**config.mk**
```make
export PLATFORM = sky130hd
export DESIGN_NAME = io_bus_ctrl
export DESIGN_NICKNAME = d
export VERILOG_FILES = /design/src/rtl/io_map_pkg.sv /design/src/rtl/kbd_fifo.sv /design/src/rtl/io_bus_ctrl.sv
export SDC_FILE = /design/constraint.sdc
export NUM_CORES = 1
export LEC_CHECK = 0
export BUFFER_PORTS_ARGS = -buffer_cell sky130_fd_sc_hd__buf_2
export CAP_MARGIN = 10
export CORE_MARGIN = 8
export CORE_UTILIZATION = 49
export CTS_CLUSTER_DIAMETER = 200
export CTS_CLUSTER_SIZE = 30
export DETAILED_ROUTE_END_ITERATION = 10
export GPL_TIMING_DRIVEN = 0
export PLACE_DENSITY = 0.78
export SYNTH_ARGS = -nofsm -noshare
export SYNTH_HDL_FRONTEND = slang
export SYNTH_HIERARCHICAL = 1
export SYNTH_SLANG_ARGS = --single-unit
```
**constraint.sdc**
```tcl
create_clock -name clk -period 2.8 [get_ports clk]
set_clock_uncertainty 0.1 [all_clocks]
set_input_delay 0 -clock clk [delete_from_list [all_inputs] [get_ports clk]]
set_output_delay 0 -clock clk [all_outputs]
set_load 0.02 [all_outputs]
```
**src/rtl/io_map_pkg.sv**
```systemverilog
// io_map_pkg: the address map shared by the I/O controller and its sub-blocks.
//   IO_NIBBLE_DEFAULT : m_addr[31:28] value that selects I/O space.
//   OFS_*             : register word index, i.e. m_addr[4:2] (byte offset / 4).
//   ST_*              : bit positions inside the STATUS register.
package io_map_pkg;

   localparam logic [3:0] IO_NIBBLE_DEFAULT = 4'hA;

   // Byte offsets 0x00/0x04/0x08/0x0C expressed as word indices.
   localparam logic [2:0] OFS_STATUS = 3'd0;
   localparam logic [2:0] OFS_KBD    = 3'd1;
   localparam logic [2:0] OFS_LED    = 3'd2;
   localparam logic [2:0] OFS_TIMER  = 3'd3;

   localparam int ST_NONEMPTY = 0;
   localparam int ST_OVF      = 2;
   localparam int ST_FULL     = 3;

endpackage

```
**src/rtl/kbd_fifo.sv**
```systemverilog
// kbd_fifo: synchronous scan-code FIFO.
//   clk, clr   : clock, synchronous active-high reset (empties the FIFO)
//   push, din  : write request and byte; dropped when full unless popped too
//   pop        : read request; ignored when empty
//   dout       : head entry (meaningless while empty)
//   full, empty: occupancy flags
module kbd_fifo #(
   parameter int DEPTH = 8
) (
   input  logic       clk,
   input  logic       clr,
   input  logic       push,
   input  logic [7:0] din,
   input  logic       pop,
   output logic [7:0] dout,
   output logic       full,
   output logic       empty
);

   localparam int AW = $clog2(DEPTH);
   localparam logic [AW:0] FULL_CNT = (AW+1)'(DEPTH);

   logic [7:0]    mem_q [DEPTH];
   logic [7:0]    mem_d [DEPTH];
   logic [AW-1:0] wr_ptr_q, wr_ptr_d;
   logic [AW-1:0] rd_ptr_q, rd_ptr_d;
   logic [AW:0]   count_q, count_d;
   logic          do_push, do_pop;

   assign full  = (count_q == FULL_CNT);
   assign empty = (count_q == '0);
   assign dout  = mem_q[rd_ptr_q];

   always_comb begin
      // A pop frees the slot the push needs, so push+pop while full both proceed.
      do_pop   = pop & ~empty;
      do_push  = push & (~full | do_pop);
      mem_d    = mem_q;
      wr_ptr_d = wr_ptr_q;
      rd_ptr_d = rd_ptr_q;
      count_d  = count_q;
      if (do_push) begin
         mem_d[wr_ptr_q] = din;
         wr_ptr_d        = wr_ptr_q + 1'b1;
      end
      if (do_pop) begin
         rd_ptr_d = rd_ptr_q + 1'b1;
      end
      case ({do_push, do_pop})
         2'b10:   count_d = count_q + 1'b1;
         2'b01:   count_d = count_q - 1'b1;
         default: count_d = count_q;
      endcase
   end

   always_ff @(posedge clk) begin
      if (clr) begin
         wr_ptr_q <= '0;
         rd_ptr_q <= '0;
         count_q  <= '0;
      end else begin
         wr_ptr_q <= wr_ptr_d;
         rd_ptr_q <= rd_ptr_d;
         count_q  <= count_d;
      end
   end

   // Storage needs no reset: the count alone decides what is visible.
   always_ff @(posedge clk) begin
      mem_q <= mem_d;
   end

endmodule

```
**src/rtl/io_bus_ctrl.sv**
```systemverilog
// io_bus_ctrl: memory-mapped I/O decode for the CPU data port.
//   clk, clr        : clock, synchronous active-high reset
//   m_addr          : CPU byte address; [31:28]==IO_NIBBLE selects I/O space
//   m_read, m_write : single-cycle load/store strobes
//   d_t_mem         : store data
//   d_f_mem         : load data, combinational in the same cycle
//   dmem_rdata      : data RAM read data
//   dmem_we         : data RAM write enable (stores outside I/O space)
//   kbd_data/valid  : scan-code byte and its one-cycle strobe
//   led_out         : LED register
// Handshake: m_read/m_write and kbd_valid are valid-only strobes with no
// ready; every access completes in the cycle it is presented, so one load
// of KBD_DATA pops exactly one entry and a push to a full FIFO is dropped.
module io_bus_ctrl
   import io_map_pkg::*;
#(
   parameter int         FIFO_DEPTH = 8,
   parameter int         TICK_DIV   = 50000,
   parameter logic [3:0] IO_NIBBLE  = IO_NIBBLE_DEFAULT
) (
   input  logic        clk,
   input  logic        clr,
   input  logic [31:0] m_addr,
   input  logic        m_read,
   input  logic        m_write,
   input  logic [31:0] d_t_mem,
   output logic [31:0] d_f_mem,
   input  logic [31:0] dmem_rdata,
   output logic        dmem_we,
   input  logic [7:0]  kbd_data,
   input  logic        kbd_valid,
   output logic [15:0] led_out
);

   localparam int PW = (TICK_DIV > 2) ? $clog2(TICK_DIV) : 1;
   localparam logic [PW-1:0] PRESC_MAX = PW'(TICK_DIV - 1);

   logic        io_sel;
   logic [2:0]  reg_sel;
   logic        wr_status, wr_led, wr_timer, rd_kbd;
   logic        fifo_full, fifo_empty;
   logic [7:0]  fifo_head;
   logic [31:0] status_w;
   logic        tick;
   logic        unused_addr_bits;

   logic          ovf_q, ovf_d;
   logic [15:0]   led_q, led_d;
   logic [PW-1:0] presc_q, presc_d;
   logic [31:0]   cnt_q, cnt_d;

   assign io_sel    = (m_addr[31:28] == IO_NIBBLE);
   assign reg_sel   = m_addr[4:2];
   assign dmem_we   = m_write & ~io_sel;
   assign wr_status = m_write & io_sel & (reg_sel == OFS_STATUS);
   assign wr_led    = m_write & io_sel & (reg_sel == OFS_LED);
   assign wr_timer  = m_write & io_sel & (reg_sel == OFS_TIMER);
   assign rd_kbd    = m_read  & io_sel & (reg_sel == OFS_KBD);
   assign led_out   = led_q;
   assign tick      = (presc_q == PRESC_MAX);
   assign unused_addr_bits = ^{m_addr[27:5], m_addr[1:0]};

   kbd_fifo #(.DEPTH(FIFO_DEPTH)) u_fifo (
      .clk   (clk),
      .clr   (clr),
      .push  (kbd_valid),
      .din   (kbd_data),
      .pop   (rd_kbd),
      .dout  (fifo_head),
      .full  (fifo_full),
      .empty (fifo_empty)
   );

   always_comb begin
      status_w              = '0;
      status_w[ST_NONEMPTY] = ~fifo_empty;
      status_w[ST_OVF]      = ovf_q;
      status_w[ST_FULL]     = fifo_full;
   end

   always_comb begin
      d_f_mem = '0;
      if (!io_sel) begin
         d_f_mem = dmem_rdata;
      end else begin
         case (reg_sel)
            OFS_STATUS: d_f_mem = status_w;
            OFS_KBD:    d_f_mem = fifo_empty ? 32'd0 : {24'd0, fifo_head};
            OFS_LED:    d_f_mem = {16'd0, led_q};
            OFS_TIMER:  d_f_mem = cnt_q;
            default:    d_f_mem = '0;
         endcase
      end
   end

   always_comb begin
      // Drop-on-full is flagged after the clear so a same-cycle set wins.
      ovf_d = ovf_q;
      if (wr_status) ovf_d = 1'b0;
      if (kbd_valid & fifo_full & ~rd_kbd) ovf_d = 1'b1;

      led_d = wr_led ? d_t_mem[15:0] : led_q;

      presc_d = tick ? '0 : presc_q + 1'b1;
      cnt_d   = tick ? cnt_q + 32'd1 : cnt_q;
      if (wr_timer) begin
         presc_d = '0;
         cnt_d   = d_t_mem;
      end
   end

   always_ff @(posedge clk) begin
      if (clr) begin
         ovf_q   <= 1'b0;
         led_q   <= '0;
         presc_q <= '0;
         cnt_q   <= '0;
      end else begin
         ovf_q   <= ovf_d;
         led_q   <= led_d;
         presc_q <= presc_d;
         cnt_q   <= cnt_d;
      end
   end

endmodule

```
==> results.md, run 1 <==
* Synth Area in XOR/XNOR at 0.0638
* Minimum clock period at 2700 ps
* Slew margin rel. at 0.346
* Antenna viol nets, final at 0
* Post-synthesis register bit count at 139
* CTS Buffer Depth at 2
* Worst-path fanout max at 6
* Min-delay worst type: in -> reg
* Grt ovf at 0
* Hold path start: m_addr[2]
* Number of synthesized flops with an enable pin at 64
* Sink Count at 139
* Crit end category: flip-flop
* Max-cap violations at 0
* Main synth FF type: dfxtp_1
* Die width at 133 µm
* Die height at 133 µm
* Initial Util at 0.492
* Cell leakage power at 3.22 nW
* Mean Syn Cell Area at 10.5 µm²
* Layout net count at 957
* Post-Synth Adder-Cell Area at 0.0160
* Drt pass-1 iters at 5
* Outcome: complete, no violations
* Largest family of logic cells by synthesized area: simple AND/OR/NAND/NOR gates
* Area grow syn2layout at 29.9%
* Register area at 3420 µm²
* Reg-to-reg critical path startpoint: u_fifo/count_q[0]
* Cell Area, Synth at 6720 µm²
* Seq/Total Area, Yosys at 0.509
* RSZ-0062 raised after global routing: no
* Via count at 5762
* YS warnings at 6
* DR vias/cell at 5.58
* Setup Crit Path Kind: reg -> reg
* Antenna diode count at 0
* Top cells by area, synth: edfxtp_1 29%, dfxtp_1 22%, mux4_2 5.4%
* Setup crit start kind: flip-flop
* Net Count, Synth at 755
* Cell row count at 43
* Worst Reg2Reg Path Length in Cells at 8
* CTS clk-pin slew, worst paths at 60 ps
* Final Setup Violations at 0
* Simple-Gate Fraction of Synth Area at 0.175
* Post-synth top area cell: edfxtp_1
* Initial antenna violation count at 0
* Clock latency on the worst-skew pair at 430 ps
* Max-slew violations at 0
* Total chip power at 4.76 mW
* Root Buffer Master: clkbuf_16
* Initial detailed-routing violation count at 385
* PortBufs at 131
* Placed cell area at 7650 µm²
* Netlist cell types at 46
* CTS Buf Count at 17
* First-pass GRT wire length at 29100 µm
* GP Congestion at 0.855
* Most frequent cells in the layout: 133 x buf_2, 76 x nor2_1, 75 x dfxtp_1, 65 x nand2_1, 64 x edfxtp_1
* Final instance area at 8730 µm²
* GR Util All Layers at 0.209
* P per Cell Area at 545 nW/µm²
* Die area at 17700 µm²
* R2r setup slk at 100 ps
* Largest net degree at the start of global routing at 17
* Area of the multi-input gates at 3110 µm²
* Number of cells produced by synthesis at 638
* Share of layout cells above drive strength 1 at 0.252
* IO Pins at 158
* Hold Path End: presc_q[15]
* Compound-cell area share of the yosys netlist at 0.109
* Number of remaining DRC errors at 0
* CTS tree: done
* Worst Tran Pin Value at 974 ps
* Mux contribution to synthesized area at 0.0955
* CP required at 3060 ps
* Wirelength per Cell at 17.8 µm
* Ys async rst share at 0
* Vias in the first global route at 5682
* Max frequency at 0.371 GHz
* Worst EP arrival at 2950 ps
* H-tree levels at 4
* DP HPWL at 13200 µm
* Worst hold stages at 4
* Synth top area share at 0.286
* Drt total wl at 18400 µm
* # fillers at 1074
* Most common cell after layout, fill and taps aside: buf_2
* Final-report hold violation count at 0
* Period Utilization, post-route at 0.963
* VDD IR-drop max at 0.502 mV
* R2R Path End: u_fifo/count_q[3]
* CORE AREA at 13700 µm²
-- layout make-up --
| class | count | share of cell area |
|---|---|---|
| Buffer | 40 | 0.0211 |
| Clock buffer | 19 | 0.0519 |
| Multi-Input combinational cell | 446 | 0.356 |
| Tap cell | 180 | 0.0258 |
| Sequential cell | 139 | 0.392 |
| Clock inverter | 13 | 0.0150 |
| Timing Repair Buffer | 183 | 0.132 |
| Inverter | 13 | 0.00559 |
-- critical path: stages (launching register included) --
cell	delay (ps)
dfxtp_1	370
or4b_4	600
o21ai_4	190
ha_2	220
ha_1	270
a21oi_2	170
a21oi_1	100
or4_1	460
a21oi_1	150
-- metal layers --
layer	share of wire	track usage
met1	0.40	0.231
met3	0.076	0.0674
met4	0.028	0.0998
met2	0.50	0.356
met5	0	0
-- worst max-delay path by stage --
stage / start / to / slack, ps
2_1_floorplan: u_fifo/count_q[0] / u_fifo/count_q[3] / 190
3_3_place_gp: m_addr[30] / u_fifo/mem_q[61] / -320
3_5_place_dp: m_addr[30] / u_fifo/count_q[3] / -90
4_1_cts: u_fifo/rd_ptr_q[1] / d_f_mem[0] / 2
5_1_grt: u_fifo/count_q[0] / u_fifo/count_q[3] / 4
6_report: u_fifo/count_q[0] / u_fifo/count_q[3] / 100
-- sequential cells by signal (all words and copies together) (netlist names) --
signal / cells
led_out: 16
presc_q: 16
cnt_q: 32
u_fifo/count_q: 4
u_fifo/mem_q: 64
u_fifo/wr_ptr_q: 3
u_fifo/rd_ptr_q: 3
ovf_q: 1
-- cell families (layout without fill, tap and decap cells) --
| group | after synthesis | after routing |
|---|---|---|
| and+or+nand+nor | 240 | 240 |
| xor gates and xnor gates | 49 | 49 |
| muxes | 43 | 43 |
| DFF | 139 | 139 |
| AOI/OAI and AO/OA | 106 | 106 |
| buffers and inverters | 53 | 268 |
| adders and majority gates | 8 | 8 |
-- Yosys cell counts (3+ instances only) --
cell type,number
edfxtp_1,64
ha_1,7
mux2i_1,18
a211oi_1,31
inv_1,13
mux2_2,9
a22o_1,16
o21ai_0,7
mux4_2,16
nor3_1,18
nand4_1,13
o31ai_1,12
buf_4,3
nor4_1,15
and4_1,7
and3_1,8
nor2_1,76
nand2_1,65
xor2_1,16
dfxtp_1,75
xnor2_1,33
a21oi_1,34
nand3_1,18
clkbuf_1,33
nand2b_1,4
-- metrics by stage --
| step | TNS, ps | worst slack [ps] | cells | utilization | hold slack (ps) |
|---|---|---|---|---|---|
| final | 0 | 103 | 1033 | 0.639 | 55.3 |
| after global routing | 0 | 3.51 | 1033 | 0.639 | 80.2 |
| after CTS | 0 | 1.75 | 1032 | 0.636 | 33.5 |
| after detailed placement | -89.9 | -89.9 | 954 | 0.560 | 160 |
| after global placement | -4750 | -318 | 949 | 0.556 | 155 |
| after floorplan | 0 | 192 | 638 | - | -1.13 |
-- timing repair --
action	4_1_cts	5_1_grt
setup buffers	1	0
endpoints found under the setup margin	2	3
pin swaps	1	0
resized for setup	2	9
hold endpoints to repair	123	0
hold buffers	45	0
-- where the power goes --
group | total, mW | internal [mW] | switching (mW)
sequential | 2.18 | 2.16 | 0.0238
combinational | 0.379 | 0.176 | 0.203
clock | 2.19 | 1.29 | 0.904
No activity file was read; power rests on OpenSTA's default activity.
==> inputs of run 2 (changes only) <==
--- a/config.mk
+++ b/config.mk
@@ -5,13 +5,15 @@
 export SDC_FILE = /design/constraint.sdc
 export NUM_CORES = 1
 export LEC_CHECK = 0
+export ABC_AREA = 1
 export BUFFER_PORTS_ARGS = -buffer_cell sky130_fd_sc_hd__buf_2
 export CAP_MARGIN = 10
 export CORE_MARGIN = 8
-export CORE_UTILIZATION = 49
+export CORE_UTILIZATION = 50
 export CTS_CLUSTER_DIAMETER = 200
 export CTS_CLUSTER_SIZE = 30
 export DETAILED_ROUTE_END_ITERATION = 10
+export GPL_ROUTABILITY_DRIVEN = 0
 export GPL_TIMING_DRIVEN = 0
 export PLACE_DENSITY = 0.78
 export SYNTH_ARGS = -nofsm -noshare
==> run 2 against run 1 <==
Highest routed layer unchanged. Routed wire length increased by 30%. Area after synthesis rose by 16%. Critical path depth up 1. Cell count increased by 43%. First-iteration DRC count rose by 87%. Sequential power barely moved.
==> results.md, run 2 <==
* IO Pins at 158
* Cell leakage power at 4.11 nW
* Cell row count at 45
* Post-CTS setup buffers at 0
* R2r setup slk at 350 ps
* Vias in the first global route at 7818
* Via count at 7877
* PortBufs at 132
* Period Utilization, post-route at 0.896
* Placed cell area at 8700 µm²
* DP HPWL at 17300 µm
* CTS Buffer Depth at 2
* RSZ-0062 raised after global routing: no
* Net Count, Synth at 1201
* Wirelength per Cell at 16.2 µm
* CTS tree: done
* Minimum clock period at 2510 ps
* Most numerous cell in the Yosys netlist: nand2_1
* CP required at 2700 ps
* Max reg flops at 64
* Share of layout cells above drive strength 1 at 0.189
* Area of the multi-input gates at 3750 µm²
* Most common cell after layout, fill and taps aside: nand2_1
* YS warnings at 6
* Number of cells produced by synthesis at 1084
* Outcome: complete, no violations
* Area grow syn2layout at 25.0%
* Sink Count at 139
* Min-delay worst type: in -> reg
* Grt ovf at 0
* Register area at 3420 µm²
* Initial detailed-routing violation count at 720
* Placed cells at 1404
* Crit. Startpoint: u_fifo/rd_ptr_q[2]
* Die width at 141 µm
* Layout net count at 1398
* Synth top area share at 0.246
* Worst setup path end: d_f_mem[0]
* Largest regs: u_fifo/mem_q: 64 flops, cnt_q: 32 flops
* DR vias/cell at 5.32
* Worst EP arrival at 2410 ps
* Number of synthesized flops with an enable pin at 64
* Reg with most FFs: u_fifo/mem_q
* Netlist cell types at 41
* Post-place setup slack at 299 ps
* Clock latency on the worst-skew pair at 430 ps
* Cell Area, Synth at 7800 µm²
* Final Setup Violations at 0
* Final instance area at 9750 µm²
* Die area at 19900 µm²
* Post-synthesis register bit count at 139
* Drt pass-1 iters at 7
* Initial antenna violation count at 0
* Final-report hold violation count at 0
* H-tree levels at 4
* Synth cell count leaders: 311 x nand2_1, 181 x nor2_1, 95 x inv_1, 80 x o21ai_0, 75 x dfxtp_1
* Seq/Total Area, Yosys at 0.439
* Max-cap violations at 0
* Largest net degree at the start of global routing at 17
* CORE AREA at 15200 µm²
* # fillers at 1299
* CTS clk-pin slew, worst paths at 70 ps
* Drt total wl at 24000 µm
* Worst Tran Pin Value at 1050 ps
* Mean Syn Cell Area at 7.20 µm²
* CTS Buf Count at 17
* Worst Reg2Reg Path Length in Cells at 6
* Antenna diode count at 0
* Die height at 141 µm
* Most frequent cells in the layout: 311 x nand2_1, 181 x nor2_1, 143 x buf_2, 95 x inv_1, 80 x o21ai_0
* Post-synth top area cell: edfxtp_1
* Final std cells w/o fill at 1482
* Setup Crit Path Kind: reg -> out
* GR Util All Layers at 0.245
* Main synth FF type: dfxtp_1
* Slew margin rel. at 0.296
* First-pass GRT wire length at 38500 µm
* Max frequency at 0.399 GHz
* Setup crit start kind: flip-flop
* R2R Path End: ovf_q
* Crit end category: output pin
* Number of remaining DRC errors at 0
* Final setup TNS at 0 ps
* Worst-path fanout max at 10
* Antenna viol nets, final at 0
* Setup ws final at 292 ps
* Root Buffer Master: clkbuf_16
* Ys async rst share at 0
* Initial Util at 0.513
* VDD IR-drop max at 0.709 mV
* Max-slew violations at 0
* Top cells by area, synth: edfxtp_1 25%, dfxtp_1 19%, nand2_1 15%
* P per Cell Area at 499 nW/µm²
* Reg-to-reg critical path startpoint: u_fifo/count_q[3]
## run 2: changes by cell type after synthesis, moves of 18 or more
| cell | before | now |
|---|---|---|
| o21ai_0 | 7 | 80 |
| mux2i_1 | 18 | 0 |
| o21ai_1 | 0 | 34 |
| clkbuf_1 | 33 | 11 |
| nand3_1 | 18 | 63 |
| xnor2_1 | 33 | 5 |
| a211oi_1 | 31 | 0 |
| nand2_1 | 65 | 311 |
| inv_1 | 13 | 95 |
| nor2_1 | 76 | 181 |
## run 2: worst max-delay path: stages, from the launching register on
cell	delay [ps]
dfxtp_1	340
clkbuf_1	440
inv_1	310
nand2_1	140
nand2_1	70
nor2_1	110
nor4_1	50
o21ai_0	280
nand2_1	80
buf_2	170
## run 2: metal layers
metal  GRT usage  routed length [µm]
met1       0.272                9570
met2       0.428               11800
met3      0.0685                1880
met4       0.109                 740
met5           0                   0
## run 2: worst min-delay path by stage
stage               startpoint                 end  slack, ps  cells past startpoint
finish                 m_write          led_out[5]         30                      5
floorplan                  clr  u_fifo/rd_ptr_q[2]        -30                      1
detailed placement         clr  u_fifo/rd_ptr_q[2]        140                      2
global placement    d_t_mem[5]          led_out[5]        140                      3
global route           m_write          led_out[5]         60                      5
CTS                    m_write          led_out[5]         20                      5
## run 2: power breakdown
group          total (mW)  internal (mW)  leakage (nW)  switching (mW)
sequential           2.19           2.16          1.19          0.0224
clock                2.27           1.27         0.285           0.999
combinational       0.410          0.166          2.64           0.244
total                4.87           3.61          4.11            1.26
## run 2: per-stage QoR
step	hold slack (ps)	utilization	power [mW]
final	27.0	0.642	4.87
after global routing	57.3	0.642	5.02
after CTS	17.6	0.642	4.88
after detailed placement	145	0.572	2.59
after global placement	143	0.572	2.58
after floorplan	-30.9	-	2.42
## run 2: kinds of logic (layout without fill, tap and decap cells)
family          after synthesis  in the layout  synth area share
compound gates              171            171             0.118
xor+xnor                     15             15            0.0168
fa+ha+maj                     8              8            0.0138
buf+inv                     143            353            0.0799
flops                       139            139             0.439
simple gates                608            608             0.333
## run 2: repair_timing
action,4_1_cts,5_1_grt
endpoints found under the hold margin,123,0
resized for setup,0,0
setup endpoints to repair,0,0
hold buffers,46,0
## run 2: final cells by class
cell class	count	area share
Clock inverter	15	0.0176
Sequential cell	139	0.351
Clock buffer	17	0.0436
Inverter	107	0.0416
Buffer	36	0.0223
Multi-Input combinational cell	802	0.385
Timing Repair Buffer	178	0.115
Tap cell	188	0.0241
